`config.mk`:
```
export PLATFORM = sky130hd
export DESIGN_NAME = pipe_skid_stage
export DESIGN_NICKNAME = d
export VERILOG_FILES = /design/src/rtl/pipe_skid_stage.sv
export SDC_FILE = /design/constraint.sdc
export NUM_CORES = 1
export LEC_CHECK = 0
export CAP_MARGIN = 20
export CORE_MARGIN = 5
export CORE_UTILIZATION = 50
export DETAILED_ROUTE_END_ITERATION = 7
export GPL_TIMING_DRIVEN = 0
export PLACE_DENSITY = 0.81
export SLEW_MARGIN = 20
export SYNTH_ARGS = -nofsm -noshare
export SYNTH_HDL_FRONTEND = slang
export SYNTH_SLANG_ARGS = --single-unit
```
`constraint.sdc`:
```
create_clock -name clk -period 3.75 [get_ports clk]
set_input_delay 0.375 -clock clk [delete_from_list [all_inputs] [get_ports clk]]
set_output_delay 0.375 -clock clk [all_outputs]
set_load 0.005 [all_outputs]
```
`src/rtl/pipe_skid_stage.sv`:
```
// pipe_skid_stage
//   Inter-stage pipeline register with a two-entry skid buffer.
//   The skid buffer gives full-throughput valid/ready handshaking.
//   The "main" entry drives the outputs. The "skid" entry catches the one
//   instruction that is already in flight when downstream stalls.
//   Because of the skid entry, in_ready can be a pure register and still
//   lose nothing.
//   A synchronous flush turns the stage into a bubble.
//
// Ports
//   clk        rising-edge clock
//   rst_n      asynchronous active-low reset
//   flush      synchronous squash of all held entries
//   in_valid   upstream presents an instruction
//   in_ready   stage can accept (registered, state-only)
//   in_ctrl    upstream control bundle  [CTRL_W]
//   in_data    upstream payload bundle  [DATA_W]
//   out_valid  stage holds a valid instruction
//   out_ready  downstream accepts this cycle (0 = stall)
//   out_ctrl   control bundle, forced to zero on a bubble
//   out_data   payload, holds its last value on a bubble
//   occupancy  number of held entries (0..2)
module pipe_skid_stage #(
    parameter int CTRL_W = 16,
    parameter int DATA_W = 56
) (
    input  logic              clk,
    input  logic              rst_n,
    input  logic              flush,
    input  logic              in_valid,
    output logic              in_ready,
    input  logic [CTRL_W-1:0] in_ctrl,
    input  logic [DATA_W-1:0] in_data,
    output logic              out_valid,
    input  logic              out_ready,
    output logic [CTRL_W-1:0] out_ctrl,
    output logic [DATA_W-1:0] out_data,
    output logic [1:0]        occupancy
);

    // The encoding equals the occupancy count, so occupancy is the state itself.
    typedef enum logic [1:0] {
        ST_EMPTY = 2'd0,
        ST_ONE   = 2'd1,
        ST_FULL  = 2'd2
    } state_e;

    state_e            state_q, state_d;
    logic              in_ready_q, in_ready_d;
    logic [CTRL_W-1:0] main_ctrl_q, main_ctrl_d;
    logic [DATA_W-1:0] main_data_q, main_data_d;
    logic [CTRL_W-1:0] skid_ctrl_q, skid_ctrl_d;
    logic [DATA_W-1:0] skid_data_q, skid_data_d;

    logic in_fire;
    logic out_fire;

    assign out_valid = (state_q != ST_EMPTY);
    assign in_fire   = in_valid & in_ready_q;
    assign out_fire  = out_valid & out_ready;

    always_comb begin
        state_d     = state_q;
        main_ctrl_d = main_ctrl_q;
        main_data_d = main_data_q;
        skid_ctrl_d = skid_ctrl_q;
        skid_data_d = skid_data_q;

        if (flush) begin
            // Flush wins over everything. An instruction arriving in the
            // same cycle is dropped. The payload registers keep their
            // contents, so out_data stays stable.
            state_d = ST_EMPTY;
        end else begin
            case (state_q)
                ST_EMPTY: begin
                    if (in_fire) begin
                        state_d     = ST_ONE;
                        main_ctrl_d = in_ctrl;
                        main_data_d = in_data;
                    end
                end
                ST_ONE: begin
                    if (in_fire && out_fire) begin
                        main_ctrl_d = in_ctrl;
                        main_data_d = in_data;
                    end else if (in_fire) begin
                        // Downstream stalled while a new instruction arrived.
                        // Park the new instruction in skid.
                        state_d     = ST_FULL;
                        skid_ctrl_d = in_ctrl;
                        skid_data_d = in_data;
                    end else if (out_fire) begin
                        state_d = ST_EMPTY;
                    end
                end
                ST_FULL: begin
                    // in_ready is low in FULL, so only draining is possible.
                    if (out_fire) begin
                        state_d     = ST_ONE;
                        main_ctrl_d = skid_ctrl_q;
                        main_data_d = skid_data_q;
                    end
                end
                default: state_d = ST_EMPTY;
            endcase
        end

        in_ready_d = (state_d != ST_FULL);
    end

    always_ff @(posedge clk or negedge rst_n) begin
        if (!rst_n) begin
            state_q     <= ST_EMPTY;
            in_ready_q  <= 1'b1;
            main_ctrl_q <= '0;
            main_data_q <= '0;
            skid_ctrl_q <= '0;
            skid_data_q <= '0;
        end else begin
            state_q     <= state_d;
            in_ready_q  <= in_ready_d;
            main_ctrl_q <= main_ctrl_d;
            main_data_q <= main_data_d;
            skid_ctrl_q <= skid_ctrl_d;
            skid_data_q <= skid_data_d;
        end
    end

    assign in_ready  = in_ready_q;
    // A bubble must never carry live control bits into later stages.
    assign out_ctrl  = out_valid ? main_ctrl_q : '0;
    assign out_data  = main_data_q;
    assign occupancy = state_q;

endmodule
```
==> metrics.csv, run 1 <==
stage;metric;value;unit
grt;total track usage;20.82;%
clock_tree;htree depth;4;
worst_setup_path;worst r2r src;in_ready$_DFF_PN1_;
synth;FF+latch count, synth;147;
power;Leak;3.682;nW
finish;final core utilization;69.26;%
clock_tree;Inserted Clock Buffers;17;
worst_setup_path;Worst R2R Path Depth;7;
clock_tree;Root Driver;clkbuf_16;
floorplan;Starting Density;50.39;%
finish;Register Area;0.003680;mm2
synth;Mean Syn Cell Area;12.61;um2
timing;Peak Freq;370.7;MHz
drt;DR DRC count;0;
drt;DRC marker count from the first detailed-route iteration;249;
clock_tree;CTS tree;built;
timing;final hold viol count;0;
timing;worst hold-check slack;0.4762;ns
finish;fillcell total;948;
worst_setup_path;Required @ worst endpoint;3.38;ns
synth;Async S/R FF share, synth;100.0;%
timing;Final Cycle Share;71.94;%
finish;Area Overhead vs Synth;37.45;%
synth;Post-synth EDFFs;0;
worst_setup_path;Setup CP Type;reg -> out;
clock_tree;CTS clk-pin slew, worst paths;0.06;ns
drt;via count;4447;
drt;DR pass1 iterations;5;
finish;commonest non-fill, non-tap cell in the layout;clkdlybuf4s50_1;
finish;area of the multi-input gates;0.002367;mm2
timing;headroom to the max-slew limit;62.84;%
placed_design;pre-CTS setup slack;1.436;ns
drt;DRT antenna net count;0;
synth;Synth Cell Area;0.006307;mm2
timing;Slew @ Worst Pin;0.5574;ns
run;maxcap violations;0;
worst_hold_path;Hold Path Depth;2;
worst_hold_path;Hold Path End;main_ctrl_q[9]$_DFFE_PN0P_;
timing;clock skew;0.005513;ns
timing;crit path time final;2.698;ns
synth;Mapped Cells;500;
drt;Avg WL per Cell;17.14;um
clock_tree;clk_lat worst skew;0.41;ns
synth;area leader, netlist;dfrtp_1;
timing;RSZ-0062 raised after global routing;no;
floorplan;die area;0.01496;mm2
grt;first-pass GRT wire length;23950;um
grt;GRT overflow;0;
placed_design;HPWL after DPL;10420;um
floorplan;# rows;41;
power;total power;4.788;mW
worst_setup_path;nature of the critical path endpoint;output port;
timing;worst setup margin;1.052;ns
power;VDD IR max;0.3103;mV
worst_setup_path;r2r endpoint;out_data[54]$_DFFE_PN0P_;
floorplan;boundary pin count;153;
drt;final WL;14690;um
synth;sequential area share after synthesis;58.34;%
finish;most frequent cells in the layout;clkdlybuf4s50_1, dfrtp_1, nand2_1, mux2i_1, mux2_2;
floorplan;Die W;122.3;um
status;status;finished clean;
placed_design;PortBufs;152;
floorplan;Die Ht;122.3;um
timing;Slew Limit Fails;0;
worst_hold_path;worst min path class;reg -> reg;
placed_design;GPL Wtd Cong;0.7952;
worst_setup_path;CP Max Fanout;10;
grt;vias in the first global route;4816;
drt;Vias/cell;5.189;
synth;Main synth FF type;dfrtp_1;
power;Pwr per Cell Area;552.2;mW/mm2
worst_setup_path;crit path DAT;2.32;ns
grt;initial antenna violation count;0;
worst_hold_path;hold_sp;main_ctrl_q[9]$_DFFE_PN0P_;
synth;Synth cell types;22;
floorplan;Core ar.;0.01252;mm2
synth;Ys Warns;0;
grt;pin count of the biggest net entering global routing;76;
synth;area share of the largest cell type after synthesis;57.93;%
finish;fraction of layout cells with a size suffix above 1;18.83;%
synth;top cells by area, synth;dfrtp_1, mux2_2, mux2i_1, o21ai_1, nand2_1;
worst_setup_path;Critical Path Source Type;flip-flop;
clock_tree;CTS Sinks;147;
timing;setup violators final;0;
synth;syn_nets;577;
finish;diodes inserted;0;
worst_setup_path;flop2flop setup slack;1.94;ns
clock_tree;Longest Clk Path Bufs;2;
finish;Final nets;750;
metal layers:
layer	track usage, %	vias up	part of all wire [%]
met5	0	-	0
met4	9.237	0	3.0
li1	-	2073	-
met1	24.98	2218	41
met2	35.52	128	51
met3	5.207	28	5.2
flip-flops by register name, summed over array words and instances (netlist names):
signal       cells
main_ctrl_q     16
occupancy        2
skid_data_q     56
out_data        56
skid_ctrl_q     16
in_ready         1
final cells by class:
class,instances,share of cell area (%)
buffer,33,2.915
multi-input combinational,318,27.31
timing repair buffer,154,18.04
tap,172,2.482
clock inverter,4,0.8082
sequential,147,42.44
clock buffer,27,5.917
inverter,2,0.08659
power breakdown:
part           switching [mW]  total, mW  internal, mW
logic                   0.342      0.940         0.598
registers               0.205       2.18          1.98
clock network           0.601       1.66          1.06
total                    1.15       4.79          3.64
cell usage after synthesis (2+ instances only):
cell type	count
mux2_2	72
buf_2	10
inv_1	2
dfrtp_1	146
buf_6	14
buf_4	3
clkbuf_1	6
nand2_1	73
nor2b_1	17
o21ai_1	60
nor2_1	2
mux2i_1	73
a21oi_1	2
o21ai_0	12
per-stage QoR:
stage                     std cells  TNS [ns]  cell area [um2]
after floorplan                 500         0             6307
after detailed placement        825         0             8077
after global placement          824   -488.26             8044
after global routing            857         0             8670
after CTS                       857         0             8670
final                           857         0             8670
worst max path at each step:
stage / start / end / slack, ns / depth (start not counted)
floorplan: in_ready$_DFF_PN1_ / main_ctrl_q[0]$_DFFE_PN0P_ / 2.15 / 7
detailed placement: occupancy[1]$_DFF_PN0_ / out_ctrl[12] / 1.44 / 4
global placement: rst_n / skid_data_q[27]$_DFFE_PN0P_ / -3.34 / 1
CTS: occupancy[1]$_DFF_PN0_ / out_ctrl[6] / 0.99 / 4
global route: occupancy[1]$_DFF_PN0_ / out_ctrl[7] / 0.84 / 4
finish: occupancy[1]$_DFF_PN0_ / out_ctrl[6] / 1.05 / 4
critical path, cell delays in order, from the launching register on:
cell and delay, ns:
dfrtp_1 0.45, nor2_1 0.45, clkbuf_1 0.42, nor2b_1 0.12, clkdlybuf4s50_1 0.47
repair_timing:
item,4_1_cts,5_1_grt
buffers inserted,0,0
endpoints found under the hold margin,72,0
resized for setup,0,0
hold buffers,1,0
cell families after synthesis:
| group | share of synthesized area, % |
|---|---|
| AO/OA/AOI/OAI | 6.189 |
| flip-flops | 58.34 |
| buffers and inverters | 4.126 |
| AND/OR/NAND/NOR | 6.903 |
| multiplexers | 24.44 |
(Power assumes the default switching activity.)
==> inputs of run 2 (changes only) <==
==> constraint.sdc (replaced) <==
create_clock -name clk -period 2.6 [get_ports clk]
set_input_delay 0.26 -clock clk [delete_from_list [all_inputs] [get_ports clk]]
set_output_delay 0.26 -clock clk [all_outputs]
set_load 0.005 [all_outputs]
==> metrics.csv, run 2 (synthesized netlist as in run 1, its figures left out) <==
stage;metric;value;unit;change
drt;via count;4436;;was 4447
worst_hold_path;worst min path class;in -> async;;was reg -> reg
placed_design;GPL Wtd Cong;0.7952;;unchanged
finish;area of the multi-input gates;0.002370;mm2;was 0.002367 mm2
worst_setup_path;Critical Path Source Type;flip-flop;;unchanged
floorplan;Die W;122.3;um;unchanged
power;Pwr per Cell Area;796.6;mW/mm2;was 552.2 mW/mm2
finish;Final nets;750;;unchanged
timing;Slew Limit Fails;0;;unchanged
floorplan;boundary pin count;153;;unchanged
timing;RSZ-0062 raised after global routing;no;;unchanged
finish;fillcell total;947;;was 948
grt;total track usage;20.82;%;unchanged
worst_setup_path;Worst R2R Path Depth;7;;unchanged
worst_setup_path;nature of the critical path endpoint;output port;;unchanged
clock_tree;Root Driver;clkbuf_16;;unchanged
power;Leak;3.686;nW;was 3.682 nW
clock_tree;CTS tree;built;;unchanged
timing;setup violators final;0;;unchanged
finish;Register Area;0.003680;mm2;unchanged
drt;DRC marker count from the first detailed-route iteration;240;;was 249
finish;Finished Cell Area;0.008673;mm2;was 0.008670 mm2
grt;initial antenna violation count;0;;unchanged
floorplan;# rows;41;;unchanged
worst_setup_path;CP Max Fanout;10;;unchanged
clock_tree;CTS clk-pin slew, worst paths;0.06;ns;about the same
drt;Avg WL per Cell;17.13;um;was 17.14 um
placed_design;PortBufs;152;;unchanged
finish;Area Overhead vs Synth;37.51;%;was 37.45%
floorplan;die area;0.01496;mm2;unchanged
finish;commonest non-fill, non-tap cell in the layout;clkdlybuf4s50_1;;unchanged
grt;first-pass GRT wire length;23950;um;unchanged
placed_design;area post-placement;0.008077;mm2;unchanged
worst_setup_path;crit path DAT;2.05;ns;was 2.32 ns
finish;most frequent cells in the layout;clkdlybuf4s50_1, dfrtp_1, nand2_1, mux2i_1, mux2_2;;unchanged
clock_tree;Longest Clk Path Bufs;2;;unchanged
timing;headroom to the max-slew limit;63.54;%;was 62.84%
worst_setup_path;worst r2r src;in_ready$_DFF_PN1_;;unchanged
drt;Vias/cell;5.176;;was 5.189
timing;Peak Freq;432.4;MHz;
grt;GRT overflow;0;;unchanged
clock_tree;clk_lat worst skew;0.41;ns;about the same
clock_tree;CTS Sinks;147;;unchanged
grt;vias in the first global route;4816;;unchanged
run;maxcap violations;0;;unchanged
worst_setup_path;r2r endpoint;out_data[18]$_DFFE_PN0P_;;was out_data[54]$_DFFE_PN0P_
drt;final WL;14680;um;was 14690 um
status;status;finished clean;;unchanged
drt;DRT antenna net count;0;;unchanged
worst_setup_path;Setup CP Type;reg -> out;;unchanged
drt;DR DRC count;0;;unchanged
clock_tree;htree depth;4;;unchanged
drt;DR pass1 iterations;4;;was 5
floorplan;Die Ht;122.3;um;unchanged
timing;clock skew;0.005520;ns;was 0.005513 ns
clock_tree;Inserted Clock Buffers;17;;unchanged
placed_design;HPWL after DPL;10420;um;unchanged
timing;Final Cycle Share;88.95;%;
finish;fraction of layout cells with a size suffix above 1;19.12;%;was 18.83%
power;total power;6.909;mW;was 4.788 mW
floorplan;Core ar.;0.01252;mm2;unchanged
power;VDD IR max;0.4482;mV;was 0.3103 mV
worst_setup_path;flop2flop setup slack;0.80;ns;was 1.94 ns
worst_setup_path;Required @ worst endpoint;2.34;ns;was 3.38 ns
timing;final hold viol count;0;;unchanged
floorplan;Starting Density;50.39;%;unchanged
finish;diodes inserted;0;;unchanged
timing;worst hold-check slack;0.3857;ns;was 0.4762 ns
timing;crit path time final;2.313;ns;
grt;pin count of the biggest net entering global routing;76;;unchanged
timing;Slew @ Worst Pin;0.5469;ns;was 0.5574 ns
-- run 2: repair_timing --
item,4_1_cts,5_1_grt
setup endpoints to repair,8,7
hold buffers,1,0
hold endpoints to repair,72,0
gates resized for setup,1,2
setup buffers,0,0
-- run 2: cell type report --
| type | instances | area share [%] |
|---|---|---|
| inverter | 2 | 0.08656 |
| clock inverter | 4 | 0.8078 |
| sequential | 147 | 42.43 |
| tap | 172 | 2.481 |
| multi-input combinational | 318 | 27.32 |
| buffer | 33 | 2.928 |
| timing repair buffer | 154 | 18.03 |
| clock buffer | 27 | 5.915 |
-- run 2: critical path: stages (launching register included) --
cell             delay, ns
dfrtp_1               0.46
nor2_2                0.33
clkbuf_2              0.30
nor2b_1               0.10
clkdlybuf4s50_1       0.45
-- run 2: stage by stage --
stage / TNS (ns) / utilization (%) / std cells / setup WS (ns)
2_1_floorplan: 0 / - / 500 / 1.004
3_3_place_gp: -640.41 / 64.26 / 824 / -4.377
3_5_place_dp: 0 / 64.52 / 825 / 0.4011
4_1_cts: 0 / 69.28 / 857 / 0.09265
5_1_grt: 0 / 69.29 / 857 / 0.1244
6_report: 0 / 69.29 / 857 / 0.2873
-- run 2: power by group --
group	switching (mW)	internal, mW
sequential	0.297	2.85
combinational	0.492	0.864
clock	0.870	1.53
total	1.66	5.25
-- run 2: how the worst max path moves through the flow --
stage	start	cells past startpoint	endpoint	slack [ns]
2_1_floorplan	in_ready$_DFF_PN1_	7	main_ctrl_q[0]$_DFFE_PN0P_	1.00
3_3_place_gp	rst_n	1	skid_data_q[27]$_DFFE_PN0P_	-4.38
3_5_place_dp	occupancy[1]$_DFF_PN0_	4	out_ctrl[12]	0.40
4_1_cts	occupancy[1]$_DFF_PN0_	4	out_ctrl[6]	0.09
5_1_grt	occupancy[1]$_DFF_PN0_	4	out_ctrl[7]	0.12
6_report	occupancy[1]$_DFF_PN0_	4	out_ctrl[6]	0.29
-- run 2: per-layer routing --
metal | global-route usage (%) | share of wire [%] | vias to the layer above
met4 | 9.237 | 3.0 | 0
li1 | - | - | 2072
met2 | 35.52 | 51 | 122
met5 | 0 | 0 | -
met3 | 5.207 | 5.1 | 28
met1 | 24.98 | 41 | 2214
